### config.mk
export PLATFORM = sky130hd
export DESIGN_NAME = uart_autobaud_ctrl
export DESIGN_NICKNAME = d
export VERILOG_FILES = /design/src/rtl/uart_autobaud_ctrl_pkg.sv /design/src/rtl/uart_autobaud_ctrl_rx_sync.sv /design/src/rtl/uart_autobaud_ctrl.sv
export SDC_FILE = /design/constraint.sdc
export NUM_CORES = 1
export LEC_CHECK = 0
export BUFFER_PORTS_ARGS = -buffer_cell sky130_fd_sc_hd__buf_2
export CAP_MARGIN = 20
export CELL_PAD_IN_SITES_DETAIL_PLACEMENT = 0
export CELL_PAD_IN_SITES_GLOBAL_PLACEMENT = 1
export CORE_UTILIZATION = 50
export DETAILED_ROUTE_END_ITERATION = 12
export PLACE_DENSITY = 0.84
export SLEW_MARGIN = 20
export SYNTH_ARGS = -nofsm -noshare
export SYNTH_HDL_FRONTEND = slang
export SYNTH_SLANG_ARGS = --single-unit
### constraint.sdc
create_clock -name Clk -period 5 [get_ports Clk]
set_input_delay 0.75 -clock Clk [delete_from_list [all_inputs] [get_ports Clk]]
set_output_delay 0.75 -clock Clk [all_outputs]
set_load 0.1 [all_outputs]
### src/rtl/uart_autobaud_ctrl_pkg.sv
// Shared constants and FSM state type for the UART auto-baud configurator.
package uart_autobaud_ctrl_pkg;

  localparam int unsigned BAUD_W       = 16;
  localparam int unsigned DEF_BAUD_DIV = 325;
  localparam int unsigned OVS_SHIFT    = 4;
  localparam int unsigned BITS_SHIFT   = 3;
  localparam int unsigned FRAME_FALLS  = 5;

  typedef enum logic [2:0] {
    ST_IDLE      = 3'd0,
    ST_WAIT_IDLE = 3'd1,
    ST_WAIT_FALL = 3'd2,
    ST_MEASURE   = 3'd3,
    ST_CALC      = 3'd4,
    ST_ERROR     = 3'd5
  } state_e;

endpackage

### src/rtl/uart_autobaud_ctrl_rx_sync.sv
// Two-flop Rx synchronizer followed by a registered falling-edge pulse.
module uart_autobaud_ctrl_rx_sync (
  input  logic clk,
  input  logic rst_n,
  input  logic rx_i,
  output logic rx_sync_o,
  output logic fall_o
);

  // [0],[1] synchronizer stages, [2] previous synchronized value
  logic [2:0] sync_q;
  logic       fall_q;

  always_ff @(posedge clk or negedge rst_n) begin
    if (!rst_n) begin
      sync_q <= 3'b111;
      fall_q <= 1'b0;
    end else begin
      sync_q <= {sync_q[1:0], rx_i};
      fall_q <= sync_q[2] & ~sync_q[1];
    end
  end

  assign rx_sync_o = sync_q[1];
  assign fall_o    = fall_q;

endmodule

### src/rtl/uart_autobaud_ctrl.sv
// Auto-baud configurator: times eight bit periods of a 0x55 frame on Rx and
// drives the rounded 16x-oversample divisor onto BaudRate.
module uart_autobaud_ctrl
  import uart_autobaud_ctrl_pkg::*;
#(
  parameter int unsigned CNT_W       = 24,
  parameter int unsigned DEFAULT_DIV = DEF_BAUD_DIV,
  parameter int unsigned IDLE_CYCLES = 1024,
  parameter int unsigned MIN_DIV     = 2
) (
  input  logic              Clk,
  input  logic              Rst_n,
  input  logic              Rx,
  input  logic              Start,
  output logic [BAUD_W-1:0] BaudRate,
  output logic              BaudValid,
  output logic              Locked,
  output logic              Busy,
  output logic              Error
);

  localparam int unsigned DIV_SHIFT = OVS_SHIFT + BITS_SHIFT;
  localparam int unsigned CALC_W    = (CNT_W > BAUD_W) ? CNT_W + 1 : BAUD_W + 1;
  localparam int unsigned IDLE_W    = (IDLE_CYCLES > 2) ? $clog2(IDLE_CYCLES) : 1;

  logic rx_sync;
  logic rx_fall;

  state_e              state_q, state_d;
  logic [IDLE_W-1:0]   idle_cnt_q, idle_cnt_d;
  logic [CNT_W-1:0]    cnt_q, cnt_d;
  logic [2:0]          edges_q, edges_d;
  logic [BAUD_W-1:0]   baud_q, baud_d;
  logic                valid_q, valid_d;
  logic                locked_q, locked_d;
  logic                error_q, error_d;
  logic                busy_q, busy_d;

  logic [CALC_W-1:0]   quo_c;
  logic [BAUD_W-1:0]   div_c;

  uart_autobaud_ctrl_rx_sync u_rx_sync (
    .clk       (Clk),
    .rst_n     (Rst_n),
    .rx_i      (Rx),
    .rx_sync_o (rx_sync),
    .fall_o    (rx_fall)
  );

  // Eight bit times divided by 8*16 with round-half-up, saturated to 16 bits
  always_comb begin
    quo_c = (CALC_W'(cnt_q) + CALC_W'(1 << (DIV_SHIFT - 1))) >> DIV_SHIFT;
    div_c = (quo_c > CALC_W'({BAUD_W{1'b1}})) ? {BAUD_W{1'b1}} : BAUD_W'(quo_c);
  end

  always_ff @(posedge Clk or negedge Rst_n) begin
    if (!Rst_n) begin
      state_q    <= ST_IDLE;
      idle_cnt_q <= '0;
      cnt_q      <= '0;
      edges_q    <= '0;
      baud_q     <= BAUD_W'(DEFAULT_DIV);
      valid_q    <= 1'b0;
      locked_q   <= 1'b0;
      error_q    <= 1'b0;
      busy_q     <= 1'b0;
    end else begin
      state_q    <= state_d;
      idle_cnt_q <= idle_cnt_d;
      cnt_q      <= cnt_d;
      edges_q    <= edges_d;
      baud_q     <= baud_d;
      valid_q    <= valid_d;
      locked_q   <= locked_d;
      error_q    <= error_d;
      busy_q     <= busy_d;
    end
  end

  always_comb begin
    state_d    = state_q;
    idle_cnt_d = idle_cnt_q;
    cnt_d      = cnt_q;
    edges_d    = edges_q;
    baud_d     = baud_q;
    valid_d    = 1'b0;
    locked_d   = locked_q;
    error_d    = error_q;

    case (state_q)
      ST_IDLE: begin
        if (Start) begin
          state_d    = ST_WAIT_IDLE;
          locked_d   = 1'b0;
          error_d    = 1'b0;
          idle_cnt_d = '0;
        end
      end
      ST_WAIT_IDLE: begin
        if (!rx_sync) begin
          idle_cnt_d = '0;
        end else if (idle_cnt_q == IDLE_W'(IDLE_CYCLES - 1)) begin
          state_d = ST_WAIT_FALL;
        end else begin
          idle_cnt_d = idle_cnt_q + IDLE_W'(1);
        end
      end
      ST_WAIT_FALL: begin
        if (rx_fall) begin
          state_d = ST_MEASURE;
          cnt_d   = '0;
          edges_d = 3'd1;
        end
      end
      ST_MEASURE: begin
        // A saturated counter means the line never produced the closing edge
        if (cnt_q == {CNT_W{1'b1}}) begin
          state_d = ST_ERROR;
        end else begin
          cnt_d = cnt_q + CNT_W'(1);
          if (rx_fall) begin
            edges_d = edges_q + 3'd1;
            if (edges_q == 3'(FRAME_FALLS - 1)) begin
              state_d = ST_CALC;
            end
          end
        end
      end
      ST_CALC: begin
        if (quo_c < CALC_W'(MIN_DIV)) begin
          state_d = ST_ERROR;
        end else begin
          baud_d   = div_c;
          valid_d  = 1'b1;
          locked_d = 1'b1;
          state_d  = ST_IDLE;
        end
      end
      ST_ERROR: begin
        error_d = 1'b1;
        state_d = ST_IDLE;
      end
      default: state_d = ST_IDLE;
    endcase

    busy_d = (state_d != ST_IDLE);
  end

  assign BaudRate  = baud_q;
  assign BaudValid = valid_q;
  assign Locked    = locked_q;
  assign Busy      = busy_q;
  assign Error     = error_q;

endmodule

==> results.sh, run 1 <==
export IMPL_outcome="complete, no violations"
export IMPL_power_uw=948
export IMPL_syn_area_per_cell_um2=9.68
export IMPL_floorplan_initialDensity_pct=52.5
export IMPL_cts_repair_timing_setup_buffer_count=0
export IMPL_core_area_um2=6910
export IMPL_cts_root_buffer_cell="sky130_fd_sc_hd__clkbuf_8"
export IMPL_num_rows=30
export IMPL_cts_sinks=64
export IMPL_grt_util_all_layers_pct=21.3
export IMPL_power_density_cell_area_nw_per_um2=240
export IMPL_slew_violations=0
export IMPL_synth_seq_cells=64
export IMPL_ff2ff_path_depth=7
export IMPL_grt_start_max_net_pins=65
export IMPL_crit_path_max_incr_delay_ns=0.68
export IMPL_ctsLongestPathBuffers=2
export IMPL_grt_ovfl_total=0
export IMPL_number_of_different_library_cells_in_the_post_synthesis_netlist=63
export IMPL_worstSetupPathType="flip-flop to flip-flop"
export IMPL_syn_num_nets=384
export IMPL_timing_hold_worst_class="flip-flop to flip-flop"
export IMPL_syn_to_final_growth_pct=8.66
export IMPL_post_route_util_pct=57.1
export IMPL_fmax_ghz=0.339
export IMPL_internal_pwr_total_uw=733
export IMPL_numPortBuffers=23
export IMPL_final_cell_mix="57 x sky130_fd_sc_hd__dfrtp_1, 48 x sky130_fd_sc_hd__nor2_1, 44 x sky130_fd_sc_hd__nand2_1"
export IMPL_synth_area_leader_cell="sky130_fd_sc_hd__dfrtp_1"
export IMPL_die_h_um=87.2
export IMPL_floorplan_die_width_um=87.2
export IMPL_cap_viol_max_count=0
export IMPL_crit_fanout=15
export IMPL_drt_pre_antenna_iters=4
export IMPL_psw_uw=215
export IMPL_final_layout_size_suffix_gt1_share_pct=19.1
export IMPL_synth_enable_flop_cells=0
export IMPL_yosys_top_cells_area="sky130_fd_sc_hd__dfrtp_1 39%, sky130_fd_sc_hd__xor2_1 5.3%, sky130_fd_sc_hd__dfstp_2 5.1%"
export IMPL_finalHoldWorstSlack_ns=0.359
export IMPL_post_layout_min_period_ns=2.95
export IMPL_seqPwrFrac_pct=55.4
export IMPL_number_of_nets_in_the_layout=401
export IMPL_endpoint_kind="flip-flop"
export IMPL_first_iter_violations=113
export IMPL_num_fill_cells=659
export IMPL_grt_antenna_before_repair=0
export IMPL_holdBufCountCts=0
export IMPL_route_detailed_vias_per_inst=5.56
export IMPL_whs_path_depth=0
export IMPL_total_wirelength_um=7350
export IMPL_synth_top_flop_cell="sky130_fd_sc_hd__dfrtp_1"
export IMPL_post_synth_instance_area_um2=3630
export IMPL_gp_congestion=0.801
export IMPL_chain_of_cells_forming_the_critical_path="nand4_2 > nor4_2 > and2_2 > nand2_1 > mux2i_2 > o21ai_0 > mux2_4"
export IMPL_worst_clock_skew_ns=0.0102
export IMPL_critPathRequiredTime_ns=5.23
export IMPL_design_die_area_um2=7600
export IMPL_finalSetupViolations=0
export IMPL_num_vias=2739
export IMPL_period_share_pct=59.0
export IMPL_timing_critical_path_arrival_ns=3.18
export IMPL_post_cts_resized=0
export IMPL_vdd_drop_max_mv=0.166
export IMPL_final_hold_violation_count=0
export IMPL_antenna_left=0
export IMPL_placed_cells=477
export IMPL_mostFrequentLayoutCell="sky130_fd_sc_hd__dfrtp_1"
export IMPL_cts_tree="built"
export IMPL_power_switching_fraction_pct=22.7
export IMPL_route_detailed_drc=0
export IMPL_cts_buffers=9
export IMPL_detail_route_wl_per_cell_um=14.9
export IMPL_clock_power_share_pct=42.5
export IMPL_p_leak_nw=1.84
export IMPL_timing_worst_slew_pin_value_ns=1.03
export IMPL_seq_area_frac_synth_pct=44.4
export IMPL_portion_of_synthesized_cell_area_occupied_by_the_leading_cell_type_pct=39.3
export IMPL_critPathSlowestCell="sky130_fd_sc_hd__mux2i_2"
export IMPL_share_of_async_settable_or_async_resettable_flops_after_synthesis_pct=100
export IMPL_postSynthCellCount=375
export IMPL_grt_pass1_wl_um=12400
export IMPL_final_instance_count_excl_fill=493
export IMPL_rsz0062_at_grt="false"
export IMPL_power_frac_comb_pct=2.1
export IMPL_slew_headroom_pct=31.4
export IMPL_io_pin_count=24
export IMPL_grt_pass1_vias=2549
export IMPL_timing_critical_path_from_type="flip-flop"
export IMPL_antenna_cells=0
export IMPL_place_hpwl_um=5000
export IMPL_cts_reportedPaths_clkPinSlew_ns=0.07
export IMPL_final_setup_tns_ns=0
export IMPL_clk_insertion_delay_late_ns=0.35
export IMPL_cts_max_level=3
export IMPL_ys_warn_count=0
[sequential cells by signal, summed over array words and instances, names as in the netlist]
register / cells
Busy: 1
state_q: 3
BaudRate: 16
edges_q: 3
BaudValid: 1
cnt_q: 24
Error: 1
Locked: 1
u_rx_sync.fall_o: 1
u_rx_sync.sync_q: 3
idle_cnt_q: 10
[cell usage after synthesis (7+ instances only)]
cell type and instances:
sky130_fd_sc_hd__inv_1 8, sky130_fd_sc_hd__mux2_4 9, sky130_fd_sc_hd__nand3_1 20, sky130_fd_sc_hd__and3_1 8, sky130_fd_sc_hd__dfstp_2 7, sky130_fd_sc_hd__nand4_1 12
sky130_fd_sc_hd__dfrtp_1 57, sky130_fd_sc_hd__nand2_1 44, sky130_fd_sc_hd__o21ai_0 26, sky130_fd_sc_hd__buf_4 8, sky130_fd_sc_hd__a21oi_1 7, sky130_fd_sc_hd__clkbuf_1 7
sky130_fd_sc_hd__nor2_1 48, sky130_fd_sc_hd__xor2_1 22, sky130_fd_sc_hd__xnor2_1 9
[routing by layer]
layer | GRT usage (%) | part of all wire (%) | wire (µm)
met5 | 0 | 0 | 0
met4 | 9.09 | 2.2 | 164
met3 | 4.27 | 2.7 | 201
met2 | 30.4 | 43 | 3190
met1 | 31.5 | 52 | 3790
[power groups by stage]
stage / clock network (mW) / registers (mW) / logic (mW)
final: 0.403 / 0.526 / 0.0195
after floorplan: 0 / 0.534 / 0.00630
after global routing: 0.436 / 0.526 / 0.0236
after global placement: 0 / 0.535 / 0.0200
after detailed placement: 0 / 0.535 / 0.0200
after CTS: 0.411 / 0.525 / 0.0202
[critical path, delay by kind of cell (launching register included)]
kind / cells / cell delay [ns]
multiplexers: 2 / 0.99
AO/OA/AOI/OAI: 1 / 0.26
flip-flops: 1 / 0.58
AND/OR/NAND/NOR: 4 / 1.01
[layout make-up]
class                      instances  area [µm²]  area share (%)
inverter                           9        36.3           0.920
tap                               96         120            3.05
sequential                        64        1610            40.8
clock inverter                     3        17.5           0.444
timing repair buffer              26         138            3.49
multi-input combinational        282        1860            47.2
clock buffer                      13         159            4.03
[kinds of logic after synthesis]
kind of cell             synth area share (%)
AND/OR/NAND/NOR                          25.1
flip-flops                               44.4
AO/OA/AOI/OAI                            10.8
XOR/XNOR                                 7.93
buffers and inverters                    4.48
multiplexers                             5.59
adder cells (fa/ha/maj)                  1.72
[per-stage QoR]
stage | worst slack, ns | instance area (µm²)
finish | 2.05 | 3940
global route | 1.80 | 3940
CTS | 2.05 | 3940
detailed placement | 2.07 | 3770
global placement | 2.15 | 3770
floorplan | 2.32 | 3630
[final timing paths]
path	start	end	slack [ns]
max	cnt_q[12]$_DFFE_PN0P_	BaudRate[10]$_DFFE_PN0P_	2.05
max reg2reg	cnt_q[12]$_DFFE_PN0P_	BaudRate[10]$_DFFE_PN0P_	2.05
min in group asynchronous	Rst_n	edges_q[1]$_DFFE_PN0P_	0.57
max in group asynchronous	Rst_n	BaudRate[4]$_DFFE_PN0P_	3.90
min	u_rx_sync.sync_q[0]$_DFF_PN1_	u_rx_sync.sync_q[1]$_DFF_PN1_	0.36
min reg2reg	u_rx_sync.sync_q[0]$_DFF_PN1_	u_rx_sync.sync_q[1]$_DFF_PN1_	0.36
(Power assumes the default switching activity.)
==> run 2: changes to the inputs <==
- CORE_UTILIZATION: 50 -> 47
- PLACE_DENSITY: 0.84 -> 0.8
- clock period: 5 -> 2.75 ns (I/O delays scaled with it)
==> run 2 against run 1 <==
Flip-flop and latch count unchanged. Sequential share of layout area down 1.1 points. Power up 97%. Combinational power up 91%. Die area up 6.2%. Clock-buffer cell count down 1. Setup slack worse by 1.9 ns. Critical endpoint is now BaudRate[3]$_DFFE_PN0P_. Largest power group unchanged.
==> results.sh, run 2 (same netlist as run 1, synthesis figures left out) <==
export IMPL_outcome="complete, no violations"
export IMPL_number_of_nets_in_the_layout=409
export IMPL_cts_tree="built"
export IMPL_timing_critical_path_from_type="flip-flop"
export IMPL_ctsLongestPathBuffers=2
export IMPL_cts_buffers=9
export IMPL_critPathRequiredTime_ns=2.97
export IMPL_largest_register_ffs=24
export IMPL_antenna_cells=0
export IMPL_floorplan_initialDensity_pct=49.2
export IMPL_slew_violations=0
export IMPL_r2r_setup_slack_ns=0.18
export IMPL_final_cell_mix="52 x sky130_fd_sc_hd__dfrtp_1, 48 x sky130_fd_sc_hd__nor2_1, 44 x sky130_fd_sc_hd__nand2_1"
export IMPL_syn_to_final_growth_pct=12.0
export IMPL_power_frac_comb_pct=2.0
export IMPL_worst_clock_skew_ns=0.0141
export IMPL_route_detailed_drc=0
export IMPL_final_instance_count_excl_fill=504
export IMPL_rsz0062_at_grt="false"
export IMPL_finalSetupViolations=0
export IMPL_psw_uw=395
export IMPL_cap_viol_max_count=0
export IMPL_grt_ovfl_total=0
export IMPL_timing_worst_slew_pin_value_ns=0.778
export IMPL_cts_repair_timing_setup_buffer_count=0
export IMPL_period_share_pct=93.5
export IMPL_max_flop_register="cnt_q"
export IMPL_slew_headroom_pct=48.0
export IMPL_first_iter_violations=154
export IMPL_ff2ff_path_depth=8
export IMPL_clk_insertion_delay_late_ns=0.35
export IMPL_final_setup_tns_ns=0
export IMPL_detail_route_wl_per_cell_um=15.4
export IMPL_grt_antenna_before_repair=0
export IMPL_cts_reportedPaths_clkPinSlew_ns=0.08
export IMPL_post_route_util_pct=55.1
export IMPL_design_die_area_um2=8080
export IMPL_final_layout_size_suffix_gt1_share_pct=21.7
export IMPL_total_wirelength_um=7750
export IMPL_floorplan_die_width_um=89.9
export IMPL_final_hold_violation_count=0
export IMPL_gp_congestion=0.841
export IMPL_route_detailed_vias_per_inst=5.51
export IMPL_core_area_um2=7370
export IMPL_grt_util_all_layers_pct=20.5
export IMPL_placed_cells=488
export IMPL_power_mw=1.86
export IMPL_num_rows=31
export IMPL_numPortBuffers=23
export IMPL_vdd_drop_max_mv=0.280
export IMPL_antenna_left=0
export IMPL_fmax_ghz=0.389
export IMPL_post_layout_min_period_ns=2.57
export IMPL_num_fill_cells=658
export IMPL_power_density_cell_area_nw_per_um2=459
export IMPL_die_h_um=89.9
export IMPL_grt_pass1_vias=2622
export IMPL_power_switching_fraction_pct=21.2
export IMPL_io_pin_count=24
export IMPL_timing_hold_worst_class="primary input to async pin"
export IMPL_crit_fanout=13
export IMPL_grt_pass1_wl_um=13100
export IMPL_mostFrequentLayoutCell="sky130_fd_sc_hd__dfrtp_1"
export IMPL_place_hpwl_um=5430
export IMPL_cts_max_level=3
export IMPL_seqPwrFrac_pct=51.3
export IMPL_num_vias=2778
export IMPL_endpoint_kind="flip-flop"
export IMPL_grt_start_max_net_pins=37
export IMPL_cts_sinks=64
export IMPL_setup_slack_after_layout_ns=0.179
export IMPL_timing_critical_path_arrival_ns=2.79
export IMPL_p_leak_nw=1.91
export IMPL_preCtsSetupSlack_ns=0.120
export IMPL_cts_root_buffer_cell="sky130_fd_sc_hd__clkbuf_8"
export IMPL_drt_pre_antenna_iters=4
export IMPL_worstSetupPathType="flip-flop to flip-flop"
export IMPL_internal_pwr_total_mw=1.47
export IMPL_clock_power_share_pct=46.7
run 2: cell count changes in the layout (fill, tap and decap cells not counted), sizes merged:
cell | before | now
bufinv | 0 | 2
buf | 26 | 34
clkinvlp | 1 | 0
clkbuf | 13 | 12
run 2: power groups by stage:
stage / clock network, mW / registers [mW] / logic, mW
floorplan: 0 / 0.971 / 0.0115
global placement: 0 / 0.973 / 0.0393
detailed placement: 0 / 0.973 / 0.0399
CTS: 0.889 / 0.955 / 0.0395
global route: 0.927 / 0.956 / 0.0443
finish: 0.871 / 0.956 / 0.0373
run 2: timing repair:
action                     CTS  global route
hold buffers                 0             0
resized for setup            0             6
setup endpoints to repair    0            12
run 2: worst max-delay path: stages (launching register included):
cell and delay, ns:
sky130_fd_sc_hd__dfrtp_1 0.50, sky130_fd_sc_hd__nand4_2 0.22, sky130_fd_sc_hd__or3_1 0.38, sky130_fd_sc_hd__xor2_1 0.18, sky130_fd_sc_hd__nand3_1 0.16, sky130_fd_sc_hd__nor4b_4 0.37
sky130_fd_sc_hd__a21o_4 0.20, sky130_fd_sc_hd__inv_4 0.10, sky130_fd_sc_hd__mux2_1 0.33
run 2: final timing paths:
check	start	endpoint
max in group asynchronous	Rst_n	BaudRate[0]$_DFFE_PN1P_
min in group Clk	Rx	u_rx_sync.sync_q[0]$_DFF_PN1_
worst min register to register	u_rx_sync.sync_q[0]$_DFF_PN1_	u_rx_sync.sync_q[1]$_DFF_PN1_
worst min-delay path	Rst_n	cnt_q[2]$_DFFE_PN0P_
worst max register to register	cnt_q[11]$_DFFE_PN0P_	BaudRate[3]$_DFFE_PN0P_
worst max-delay path	cnt_q[11]$_DFFE_PN0P_	BaudRate[3]$_DFFE_PN0P_
run 2: metal layers:
layer | vias up | track usage, % | wire length [µm]
met5 | - | 0 | 0
met4 | 0 | 9.54 | 103
met3 | 10 | 3.47 | 259
met2 | 48 | 30.7 | 3570
met1 | 1351 | 29.0 | 3810
li1 | 1369 | - | -
run 2: metrics by stage:
stage / instance area, µm² / hold WS, ns
after floorplan: 3630 / 0.117
after global placement: 3840 / 0.347
after detailed placement: 3840 / 0.348
after CTS: 4050 / 0.125
after global routing: 4060 / 0.150
final: 4060 / 0.0896
run 2: area by class of cell:
class | instances | area, µm² | area share, %
inverter | 9 | 36.3 | 0.893
sequential | 64 | 1620 | 39.8
multi-input combinational | 282 | 1870 | 46.0
clock inverter | 4 | 70.1 | 1.72
tap | 99 | 124 | 3.05
clock buffer | 12 | 135 | 3.33
timing repair buffer | 34 | 210 | 5.17
